[src/rtl/alu_sig_capture.sv]
// alu_sig_capture: compacts a stream of ALU result words into a MISR signature
// and compares it against a golden value after a programmed number of samples.
// Ports: clk/rst_n (sync active-low); start/num_samples/expected program a run;
//        f_valid/f/f_ready carry result words; busy/done/pass/signature/
//        sample_count report progress and the verdict.
// Latency: an accepted word is folded into the signature at the accepting edge;
//          the verdict is visible one edge after the last accept.
// Backpressure: f_ready is a pure decode of the registered state (high only in
//               RUN), so nothing combinational runs from f_valid or start.
module alu_sig_capture #(
    parameter int               WIDTH = 32,
    parameter int               CNT_W = 16,
    parameter logic [WIDTH-1:0] POLY  = 32'h04C11DB7,
    parameter logic [WIDTH-1:0] SEED  = 32'hFFFFFFFF
) (
    input  logic             clk,
    input  logic             rst_n,
    input  logic             start,
    input  logic [CNT_W-1:0] num_samples,
    input  logic [WIDTH-1:0] expected,
    input  logic             f_valid,
    input  logic [WIDTH-1:0] f,
    output logic             f_ready,
    output logic             busy,
    output logic             done,
    output logic             pass,
    output logic [WIDTH-1:0] signature,
    output logic [CNT_W-1:0] sample_count
);

    typedef enum logic [1:0] {
        S_IDLE  = 2'd0,
        S_RUN   = 2'd1,
        S_CHECK = 2'd2,
        S_DONE  = 2'd3
    } state_t;

    state_t           state;
    state_t           state_nxt;
    logic [CNT_W-1:0] target;
    logic [WIDTH-1:0] exp_q;

    logic             start_ok;
    logic             accept;
    logic [CNT_W-1:0] cnt_inc;
    logic [WIDTH-1:0] sig_nxt;

    // Start is only honoured between runs; in RUN/CHECK it is dropped silently.
    assign start_ok = start && ((state == S_IDLE) || (state == S_DONE));
    assign accept   = (state == S_RUN) && f_valid;
    assign cnt_inc  = sample_count + CNT_W'(1);

    // Galois-style MISR step: shift left, fold the MSB back through POLY,
    // then mix in the incoming word. Pure XOR, no carries.
    assign sig_nxt  = {signature[WIDTH-2:0], 1'b0}
                    ^ (signature[WIDTH-1] ? POLY : '0)
                    ^ f;

    assign f_ready  = (state == S_RUN);
    assign busy     = (state == S_RUN) || (state == S_CHECK);

    always_comb begin
        state_nxt = state;
        case (state)
            S_IDLE, S_DONE: begin
                if (start) begin
                    // A zero-length run goes straight to the compare.
                    state_nxt = (num_samples == '0) ? S_CHECK : S_RUN;
                end
            end
            S_RUN: begin
                // Equality only: the counter never needs to wrap within a run.
                if (accept && (cnt_inc == target)) begin
                    state_nxt = S_CHECK;
                end
            end
            S_CHECK: begin
                state_nxt = S_DONE;
            end
            default: begin
                state_nxt = S_IDLE;
            end
        endcase
    end

    always_ff @(posedge clk) begin
        if (!rst_n) begin
            state        <= S_IDLE;
            target       <= '0;
            exp_q        <= '0;
            signature    <= '0;
            sample_count <= '0;
            done         <= 1'b0;
            pass         <= 1'b0;
        end else begin
            state <= state_nxt;
            if (start_ok) begin
                target       <= num_samples;
                exp_q        <= expected;
                signature    <= SEED;
                sample_count <= '0;
                done         <= 1'b0;
                pass         <= 1'b0;
            end else if (accept) begin
                signature    <= sig_nxt;
                sample_count <= cnt_inc;
            end else if (state == S_CHECK) begin
                pass <= (signature == exp_q);
                done <= 1'b1;
            end
        end
    end

endmodule
[config.mk]
export PLATFORM = sky130hd
export DESIGN_NAME = alu_sig_capture
export DESIGN_NICKNAME = d
export VERILOG_FILES = /design/src/rtl/alu_sig_capture.sv
export SDC_FILE = /design/constraint.sdc
export NUM_CORES = 1
export LEC_CHECK = 0
export ABC_AREA = 1
export CAP_MARGIN = 20
export CORE_MARGIN = 2
export CORE_UTILIZATION = 30
export CTS_CLUSTER_DIAMETER = 60
export DETAILED_ROUTE_END_ITERATION = 10
export REMOVE_ABC_BUFFERS = 1
export SETUP_SLACK_MARGIN = 0.5
export SYNTH_ARGS = -nofsm -noshare
export SYNTH_HDL_FRONTEND = slang
export SYNTH_SLANG_ARGS = --single-unit
[constraint.sdc]
create_clock -name clk -period 4.35 [get_ports clk]
set_input_delay 0.87 -clock clk [delete_from_list [all_inputs] [get_ports clk]]
set_output_delay 0.87 -clock clk [all_outputs]
set_load 0.005 [all_outputs]
==> impl_metrics.tcl <==
set metrics [dict create \
    status "finished, final reports clean" \
    grt_max_degree 75 \
    postRouteAntennaNets 0 \
    ys_warn_count 0 \
    gp_congestion 0.835 \
    io_buffers 135 \
    min_period_ps 2600 \
    p_clk_frac 0.189 \
    yosysSeqAreaShare 0.393 \
    yosysUniqueCellTypes 33 \
    maxUsedRoutingLayer "met4" \
    place_area_sq_um 6650 \
    skew_ps 6.37 \
    min-delay-start "exp_q[7]" \
    final_cell_mix "clkdlybuf4s50_1 (135), nand2_1 (117), dfxtp_1 (100), o21ai_0 (99), a21oi_1 (78)" \
    cp.required_ps 3480 \
    endpoint_kind "primary output" \
    grt_pass1_vias 4799 \
    boundaryPins 136 \
    design_area_sq_um 6990 \
    synth_edf_count 0 \
    synthFlopType "dfxtp_1" \
    hold_ws_ps 473 \
    cp_common_cell "inv_1" \
    diodes 0 \
    path_class "reg -> out" \
    relSlewSlack 0.525 \
    first_pass_iters 4 \
    hold_viol_final 0 \
    mostFrequentLayoutCell "clkdlybuf4s50_1" \
    dr_total_vias 4924 \
    final_max_slew_viol_count 0 \
    antenna_found_initial 1 \
    die_w_um 134 \
    grtUsageTotal 0.169 \
    cts_buffers 9 \
    async_flop_share 0 \
    rsz0062_at_grt "false" \
    crit_buf_inv 3 \
    clkSlewWorstSetupHoldPaths_ps 70 \
    ir_drop_v 0.000394 \
    wl_per_cell_um 14.2 \
    power.internal_uw 2740 \
    dpl.cell_count 1040 \
    via_per_inst 4.66 \
    finalSetupViolCount 0 \
    synth.cell_area_sq_um 5100 \
    avgSynthCellArea_sq_um 7.17 \
    reg2reg_slack_ps 2250 \
    postCtsSetupRepairBufs 0 \
    holdPathStages 2 \
    startpoint_type "flop" \
    overflow 0 \
    drive_gt1_frac 0.0454 \
    seqPwrFrac 0.358 \
    fin_nets 919 \
    drt-initial-drc-count 268 \
    wl_met3_um 950 \
    num_rows 47 \
    slowest_delay_ps 540 \
    clockBufferDepth 2 \
    powerDensity_nw_per_um2 637 \
    clock.fmax_mhz 384 \
    drc_errors 0 \
    htreeDepth 3 \
    tns_ps 0 \
    cts_resized 0 \
    hold_buffers 0 \
    p_leak_uw 0.00275 \
    fin_cells 1057 \
    clock-sinks 100 \
    synthToLayoutAreaGrowth_pct 37.1 \
    r2r-end "state[1]" \
    clk_latency_ps 350 \
    p_comb_frac 0.453 \
    switching_share 0.386 \
    clockRootBuffer "clkbuf_16" \
    hp-class "reg -> reg" \
    crit_fanout 4 \
    r2r_start "sample_count[0]" \
    met2_length_um 7200 \
    worstMarginPinSlew_ps 712 \
    m1WireLength_um 6610 \
    die_area_sq_um 18000 \
    r2r_cells 14 \
    grt_pass1_wl_um 24200 \
    crit_chain "inv_1, ha_1, inv_1, clkdlybuf4s50_1" \
    die_y_um 134 \
    cts_tree "yes" \
    dp_hpwl_um 10800 \
    start_util 0.307 \
    critPathSlowestCell "clkdlybuf4s50_1" \
    ys_ff_latch 100 \
    finalCritPeriodShare 0.598 \
    core_area_sq_um 16600 \
    utilization 0.421 \
    power.switching_uw 1720 \
    wl_um 15000 \
    maxCapViolations 0 \
    critical_path_arrival_ps 1730 \
    syn_inst 711 \
    cp_top_family "buffers and inverters" \
    min_to "exp_q[7]" \
]
## worst register-to-register path, cell delays in order (launching register included)
cell and delay, ps:
dfxtp_1 420, ha_1 250, nand3_1 150, nor2_2 210, nand3_1 120, nand2_1 110
nand3_1 70, nand2_1 80, nand2_1 50, nor2_1 140, nand3_1 120, nand2_2 100
nand3_1 70, nand2_1 60, nor2_1 40
## Yosys cell counts (4+ instances only)
| library cell | count | area [sq um] |
|---|---|---|
| a21oi_1 | 78 | 390 |
| clkbuf_1 | 31 | 116 |
| dfxtp_1 | 100 | 2000 |
| inv_1 | 66 | 248 |
| nand2_1 | 118 | 443 |
| nand3_1 | 36 | 180 |
| nand4_1 | 6 | 37.5 |
| nor2_1 | 68 | 255 |
| nor4_1 | 6 | 37.5 |
| o211ai_1 | 4 | 30.0 |
| o21ai_0 | 99 | 495 |
| xnor2_1 | 30 | 263 |
| xor2_1 | 33 | 289 |
## kinds of logic (layout without fill, tap and decap cells)
group,count (synthesis),after routing,synth area share
xor+xnor,65,65,0.117
compound gates,190,190,0.194
buf+inv,100,226,0.0741
simple gates,253,253,0.214
fa+ha+maj,3,3,0.00737
flops,100,100,0.393
## final cells by class
type | count | area [sq um]
clock buffers | 10 | 239
well taps | 220 | 275
clock inverters | 6 | 71.3
flip-flops and latches | 100 | 2000
inverters | 67 | 251
fillers | 1742 | 9590
multi-input cells | 511 | 2720
repair buffers | 143 | 1430
## layer usage
layer	vias up	global-route usage
li1	2583	-
met1	2207	0.202
met2	120	0.294
met3	14	0.0446
met4	0	0.0544
met5	-	0
## state kept, by name (all words and copies together) (netlist names)
| name | flops |
|---|---|
| state | 2 |
| done | 1 |
| sample_count | 16 |
| pass | 1 |
| exp_q | 32 |
| signature | 32 |
| target | 16 |
## power groups by stage
stage / clock network [uW] / logic, uW / registers (uW)
2_1_floorplan: 0 / 1180 / 1570
3_5_place_dp: 0 / 2010 / 1620
6_report: 844 / 2020 / 1590
3_3_place_gp: 0 / 2000 / 1620
5_1_grt: 892 / 2270 / 1650
4_1_cts: 872 / 2020 / 1600
## per-stage QoR
step	setup slack [ps]	total power [uW]
floorplan	222	2750
global placement	1480	3620
detailed placement	1460	3630
CTS	1710	4490
global route	1660	4810
finish	1750	4450
## worst max-delay path by stage
stage / depth (start not counted) / start / to / slack, ps
final: 4 / state[0] / busy / 1750
after CTS: 4 / state[0] / busy / 1710
after detailed placement: 7 / f_valid / signature[13] / 1460
after global placement: 7 / f_valid / signature[8] / 1480
after global routing: 4 / state[0] / busy / 1660
after floorplan: 7 / start / sample_count[10] / 220
No activity file was read; power rests on OpenSTA's default activity.
